<file path="src/rtl/lsu_if.sv">
// lsu_if: request/response handshake and word-memory bus of the load/store unit.
interface lsu_if;
    logic        req_valid;
    logic        req_ready;
    logic        req_we;
    logic [2:0]  req_funct3;
    logic [31:0] req_addr;
    logic [31:0] req_wdata;
    logic        resp_valid;
    logic [31:0] resp_rdata;
    logic        resp_err;
    logic [31:0] mem_addr;
    logic [31:0] mem_write_data;
    logic [31:0] mem_read_data;
    logic        mem_read;
    logic        mem_write;
    modport master (
        output req_valid, req_we, req_funct3, req_addr, req_wdata, mem_read_data,
        input  req_ready, resp_valid, resp_rdata, resp_err, mem_addr, mem_write_data, mem_read, mem_write
    );
    modport slave (
        input  req_valid, req_we, req_funct3, req_addr, req_wdata, mem_read_data,
        output req_ready, resp_valid, resp_rdata, resp_err, mem_addr, mem_write_data, mem_read, mem_write
    );
endinterface

</file>
<file path="src/rtl/load_store_unit.sv">
// load_store_unit: RV32I byte/half/word loads and stores to a word memory, sub-word stores by read-modify-write.
// Optional LSU_MISALIGN_TRAP_EN: misaligned half/word accesses fault instead of being silently aligned.
module load_store_unit #(
    parameter int MEM_WORDS = 256
) (
    input logic clk,
    input logic rst_n,
    lsu_if.slave bus
);
    typedef enum logic [2:0] {IDLE, LOAD, WRITE, RMW_READ, RMW_WRITE, RESP} state_t;
    localparam logic [31:0] MW = MEM_WORDS;
    state_t      state;
    logic [2:0]  f3_r;
    logic [1:0]  off_r;
    logic [31:0] wdata_r;
    logic        legal, mis, err;
    logic [4:0]  sh_b, sh_m;
    logic [7:0]  byte_v;
    logic [15:0] half_v;
    logic [31:0] ld, mask, mg;
    always_comb begin
        legal = bus.req_we ? (bus.req_funct3 <= 3'd2) : (bus.req_funct3 != 3'd3 && bus.req_funct3 <= 3'd5);
`ifdef LSU_MISALIGN_TRAP_EN
        mis = (bus.req_funct3[1:0] == 2'd1 && bus.req_addr[0]) || (bus.req_funct3[1:0] == 2'd2 && bus.req_addr[1:0] != 2'd0);
`else
        mis = 1'b0;
`endif
        err = !legal || mis || ({2'b00, bus.req_addr[31:2]} >= MW);
        sh_b = {off_r, 3'b000};
        byte_v = 8'(bus.mem_read_data >> sh_b);
        half_v = off_r[1] ? bus.mem_read_data[31:16] : bus.mem_read_data[15:0];
        ld = f3_r[1] ? bus.mem_read_data :
             f3_r[0] ? {{16{half_v[15] & ~f3_r[2]}}, half_v} : {{24{byte_v[7] & ~f3_r[2]}}, byte_v};
        // halfword offset uses addr[1] only, so an odd halfword address aligns down
        sh_m = f3_r[0] ? {off_r[1], 4'b0000} : sh_b;
        mask = (f3_r[0] ? 32'h0000_FFFF : 32'h0000_00FF) << sh_m;
        mg = (bus.mem_read_data & ~mask) | ((wdata_r << sh_m) & mask);
    end
    always_ff @(posedge clk or negedge rst_n) begin
        if (!rst_n) begin
            state <= IDLE;
            bus.req_ready <= 1'b1;
            bus.resp_valid <= 1'b0;
            bus.resp_err <= 1'b0;
            bus.resp_rdata <= '0;
            bus.mem_read <= 1'b0;
            bus.mem_write <= 1'b0;
            bus.mem_addr <= '0;
            bus.mem_write_data <= '0;
            f3_r <= '0;
            off_r <= '0;
            wdata_r <= '0;
        end else begin
            bus.resp_valid <= 1'b0;
            case (state)
                IDLE: if (bus.req_valid) begin
                    bus.req_ready <= 1'b0;
                    f3_r <= bus.req_funct3;
                    off_r <= bus.req_addr[1:0];
                    wdata_r <= bus.req_wdata;
                    bus.mem_addr <= {bus.req_addr[31:2], 2'b00};
                    if (err) begin
                        state <= RESP;
                        bus.resp_valid <= 1'b1;
                        bus.resp_err <= 1'b1;
                        bus.resp_rdata <= '0;
                    end else if (!bus.req_we) begin
                        state <= LOAD;
                        bus.mem_read <= 1'b1;
                    end else if (bus.req_funct3[1]) begin
                        state <= WRITE;
                        bus.mem_write <= 1'b1;
                        bus.mem_write_data <= bus.req_wdata;
                    end else begin
                        state <= RMW_READ;
                        bus.mem_read <= 1'b1;
                    end
                end
                LOAD: begin
                    state <= RESP;
                    bus.mem_read <= 1'b0;
                    bus.resp_valid <= 1'b1;
                    bus.resp_err <= 1'b0;
                    bus.resp_rdata <= ld;
                end
                RMW_READ: begin
                    state <= RMW_WRITE;
                    bus.mem_read <= 1'b0;
                    bus.mem_write <= 1'b1;
                    bus.mem_write_data <= mg;
                end
                WRITE, RMW_WRITE: begin
                    state <= RESP;
                    bus.mem_write <= 1'b0;
                    bus.resp_valid <= 1'b1;
                    bus.resp_err <= 1'b0;
                    bus.resp_rdata <= '0;
                end
                RESP: begin
                    state <= IDLE;
                    bus.req_ready <= 1'b1;
                end
                default: state <= IDLE;
            endcase
        end
    end
endmodule

</file>
<file path="src/flat_wrapper.sv">
// flat-port wrapper written by rule: the top's interface ports become plain ports
module load_store_unit_flat 
#(
    parameter int MEM_WORDS = 256
)
  (clk, rst_n, bus_req_valid, bus_req_we, bus_req_funct3, bus_req_addr, bus_req_wdata, bus_mem_read_data, bus_req_ready, bus_resp_valid, bus_resp_rdata, bus_resp_err, bus_mem_addr, bus_mem_write_data, bus_mem_read, bus_mem_write);
  lsu_if bus_i ();
  input logic clk;
  input logic rst_n;
  input wire logic [$bits(bus_i.req_valid)-1:0] bus_req_valid;
  input wire logic [$bits(bus_i.req_we)-1:0] bus_req_we;
  input wire logic [$bits(bus_i.req_funct3)-1:0] bus_req_funct3;
  input wire logic [$bits(bus_i.req_addr)-1:0] bus_req_addr;
  input wire logic [$bits(bus_i.req_wdata)-1:0] bus_req_wdata;
  input wire logic [$bits(bus_i.mem_read_data)-1:0] bus_mem_read_data;
  output wire logic [$bits(bus_i.req_ready)-1:0] bus_req_ready;
  output wire logic [$bits(bus_i.resp_valid)-1:0] bus_resp_valid;
  output wire logic [$bits(bus_i.resp_rdata)-1:0] bus_resp_rdata;
  output wire logic [$bits(bus_i.resp_err)-1:0] bus_resp_err;
  output wire logic [$bits(bus_i.mem_addr)-1:0] bus_mem_addr;
  output wire logic [$bits(bus_i.mem_write_data)-1:0] bus_mem_write_data;
  output wire logic [$bits(bus_i.mem_read)-1:0] bus_mem_read;
  output wire logic [$bits(bus_i.mem_write)-1:0] bus_mem_write;
  assign bus_i.req_valid = bus_req_valid;
  assign bus_i.req_we = bus_req_we;
  assign bus_i.req_funct3 = bus_req_funct3;
  assign bus_i.req_addr = bus_req_addr;
  assign bus_i.req_wdata = bus_req_wdata;
  assign bus_i.mem_read_data = bus_mem_read_data;
  assign bus_req_ready = bus_i.req_ready;
  assign bus_resp_valid = bus_i.resp_valid;
  assign bus_resp_rdata = bus_i.resp_rdata;
  assign bus_resp_err = bus_i.resp_err;
  assign bus_mem_addr = bus_i.mem_addr;
  assign bus_mem_write_data = bus_i.mem_write_data;
  assign bus_mem_read = bus_i.mem_read;
  assign bus_mem_write = bus_i.mem_write;
  load_store_unit #(.MEM_WORDS(MEM_WORDS)) u_core (.clk(clk), .rst_n(rst_n), .bus(bus_i));
endmodule
</file>
<file path="config.mk">
export PLATFORM = sky130hd
export DESIGN_NAME = load_store_unit_flat
export DESIGN_NICKNAME = d
export VERILOG_FILES = /design/src/rtl/lsu_if.sv /design/src/rtl/load_store_unit.sv /design/src/flat_wrapper.sv
export SDC_FILE = /design/constraint.sdc
export NUM_CORES = 1
export LEC_CHECK = 0
export CELL_PAD_IN_SITES_DETAIL_PLACEMENT = 0
export CELL_PAD_IN_SITES_GLOBAL_PLACEMENT = 1
export CORE_UTILIZATION = 34
export DETAILED_ROUTE_END_ITERATION = 6
export GPL_TIMING_DRIVEN = 0
export PLACE_DENSITY_LB_ADDON = 0.08
export SYNTH_ARGS = -nofsm -noshare
export SYNTH_HDL_FRONTEND = slang
export SYNTH_SLANG_ARGS = --single-unit
</file>
<file path="constraint.sdc">
create_clock -name clk -period 2.3 [get_ports clk]
set_input_delay 0.46 -clock clk [delete_from_list [all_inputs] [get_ports clk]]
set_output_delay 0.46 -clock clk [all_outputs]
set_load 0.02 [all_outputs]
</file>
==> flow_summary.toml <==
[setup_path]
r2r_start = "u_core.state[0]$_DFFE_PN0P_"
cp_max_fo = 8
worstSetupStartpointType = "input pin"
r2r_slack_ps = 130
cp_num_cells = 8
worst_setup_path_end_kind = "flip-flop"
cp_slowest_cell = "or4_4"
crit_arrival_ps = 2580
worst-path-buf-inv = 3
path_class = "input pin to flip-flop"
crit_required_ps = 2650
crit_family = "simple AND/OR/NAND/NOR gates"
r2r-end = "u_core.bus.mem_write_data[30]$_DFFE_PN0P_"
critical_path.cell_chain = "clkdlybuf4s50_1 > nor4_2 > nand4_1 > or4_4 > a22oi_4 > buf_12 > clkbuf_16 > a2bb2oi_2"
critPathMaxStageDelay_ps = 610
ff2ff_path_depth = 6
cp-startpoint = "bus_req_addr[10]"
endpoint = "u_core.bus.mem_write_data[15]$_DFFE_PN0P_"

[routing]
totalWireLength_um = 21500
num_vias = 5557
drcViolationCount = 0
drtIter0Drc = 342
via_per_inst = 5.16
firstDrtPassIters = 7
wire_per_inst_um = 20.0
drtAntennaViolNets = 0

[place]
io_buffers = 201
place_hpwl_um = 16200
place_congestion = 0.863

[floorplanning]
initial_utilization_pct = 34.8
dieArea_sq_um = 18200
ios = 204
die_y_um = 135
core_sq_um = 17200
rows = 48
die_w_um = 135

[synth]
seq_area_frac_synth_pct = 51.4
synthMuxAreaShare_pct = 5.26
synth_compound_area_share_pct = 21.4
synth_area_leaders = "dfrtp_1 51%, nand2_1 12%, a2bb2oi_2 7.5%"
syn_inst = 608
yosysWarnings = 0
synthSimpleGateAreaFrac_pct = 18.2
synth_top_family_by_area = "compound AO/OA/AOI/OAI gates"
syn_avg_cell_area_sq_um = 9.86
synth-xor-area-share_pct = 0
syn_area_sq_um = 5990
synth_cell_types = 50
ys_ff_latch = 123
yosysTopAreaCell = "dfrtp_1"
synth_fa_ha_area_share_pct = 0
netlist.area_leader.share_pct = 50.9

[outcome]
status = "finished clean"

[clock_tree]
cts_root_buf = "clkbuf_16"
cts-buffers-inserted = 17
cts_tree = "yes"
cts_htree_levels = 4
clockBufferDepth = 2
cts_hold_buf = 0
clk_latency_ps = 420
cts.sinks = 123
clk_pin_slew_worst_paths_ps = 60

[pwr]
p_per_area_nw_per_um2 = 1410
ir_drop_v = 0.000581
p_leak_nw = 4.04

[timing]
hold_ws_ps = 8.15
slew_headroom_pct = 49.5
rsz0062_at_grt = "yes"
clock.fmax_mhz = 448
fin_setup_tns_ps = 0
hold_viol = 0
setup_viol = 0
tightest_slew_ps = 753
fin_worst_skew_ps = 6.84
finalCriticalPeriod_ps = 2230
period_share_pct = 97.0
slew_violations = 0

[global_route]
grt_use_total_pct = 24.3
grt_pass1_wl_um = 32600
first_global_vias = 5606
grt_overflow_total = 0
antenna_found_initial = 0
grt_start_max_net_pins = 66

[finish]
areaGrowthSynthToFinish_pct = 54.4
drive_above_1_share_pct = 14.5
n_antenna_cell = 0
finalNetCount = 941

[worst_hold_path]
min_path_type = "input pin to async pin"

[job]
max_cap_viol_count = 0
-- repair_timing --
action | CTS | global route
endpoints found under the setup margin | 62 | 67
pin swaps | 4 | 10
gates resized for setup | 13 | 33
cloned | 0 | 3
setup buffers | 3 | 2
-- cell families after synthesis --
logic type	count (synthesis)
DFF	123
muxes	28
other	1
buffers and inverters	49
and+or+nand+nor	265
AOI/OAI and AO/OA	142
-- where the power goes --
part,leakage (nW),switching [mW],internal [mW]
combinational,2.21,3.26,2.93
sequential,1.51,0.704,3.12
clock,0.320,0.991,2.05
-- Yosys cell counts, drive strengths merged --
library cell  count
o221ai           16
or3               1
dfstp             1
a31o              1
o2bb2a            1
nand4             1
a41oi             1
nor2             38
a21oi            16
nand3b            2
conb              1
a21o              1
mux2             18
inv               6
a221o             8
clkbuf           27
nand3             1
buf              16
a31oi             7
nor2b             2
and2              3
a211o             1
mux2i             9
a22oi             2
mux4              1
o31a              1
o31ai             1
o22ai            17
a211oi            1
nand2           196
dfrtp           122
o21ai            12
or4               1
and3              2
nor4              5
o2bb2ai          24
o21a              1
nand2b            1
a2bb2oi          31
nor3             12
-- final cells by class --
| class | count | area, sq um |
|---|---|---|
| Clock buffer | 20 | 447 |
| Sequential cell | 123 | 3080 |
| Fill cell | 1537 | 7980 |
| Timing Repair Buffer | 210 | 2210 |
| Buffer | 43 | 240 |
| Clock inverter | 12 | 219 |
| Inverter | 6 | 22.5 |
| Tap cell | 225 | 282 |
| Multi-Input combinational cell | 437 | 2760 |
-- worst min path at each step --
stage	cells past startpoint	endpoint	startpoint	slack, ps
after floorplan	0	u_core.bus.mem_addr[10]$_DFFE_PN0P_	rst_n	160
after global placement	2	u_core.wdata_r[12]$_DFFE_PN0P_	u_core.wdata_r[12]$_DFFE_PN0P_	460
after detailed placement	2	u_core.wdata_r[8]$_DFFE_PN0P_	u_core.wdata_r[8]$_DFFE_PN0P_	460
after CTS	1	u_core.bus.resp_rdata[25]$_DFFE_PN0P_	rst_n	30
after global routing	1	u_core.bus.resp_rdata[25]$_DFFE_PN0P_	rst_n	50
final	1	u_core.bus.resp_rdata[25]$_DFFE_PN0P_	rst_n	8
-- per-stage QoR --
step	power, mW	cells	setup WS [ps]	cell area, sq um	utilization [%]
final	13.1	1076	68.1	9260	53.7
after global routing	13.8	1076	-30.0	9260	53.7
after detailed placement	9.86	1036	-724	8320	48.3
after CTS	13.0	1071	3.17	9060	52.6
after floorplan	7.24	609	198	6000	-
after global placement	9.74	1035	-4180	8290	48.1
-- registers in the layout, indices dropped and copies added (netlist names), 2 cells and up --
signal	flops
u_core.bus.mem_write_data	32
u_core.bus.resp_rdata	32
u_core.bus.mem_addr	30
u_core.wdata_r	16
u_core.f3_r	3
u_core.state	3
u_core.off_r	2
-- cell usage in the layout (no fill, tap or decap), drive strengths merged, types with 3 or more instances in the layout --
| cell type | count |
|---|---|
| nand2 | 196 |
| clkdlybuf4s50 | 183 |
| dfrtp | 122 |
| clkbuf | 51 |
| nor2 | 38 |
| a2bb2oi | 31 |
| o2bb2ai | 24 |
| buf | 22 |
| mux2 | 18 |
| dlymetal6s2s | 17 |
| o22ai | 17 |
| a21oi | 16 |
| o221ai | 16 |
| o21ai | 12 |
| nor3 | 12 |
| mux2i | 9 |
| a221o | 8 |
| a31oi | 7 |
| bufinv | 6 |
| inv | 6 |
| nor4 | 5 |
| clkinv | 4 |
| and2 | 3 |
-- metal layers --
layer,GRT usage (%),share of wire [%]
met1,31.6,43
met4,7.05,1.4
met2,39.6,49
met3,6.68,6.8
met5,0,0
Note: power is estimated with default switching activity, not from simulation.
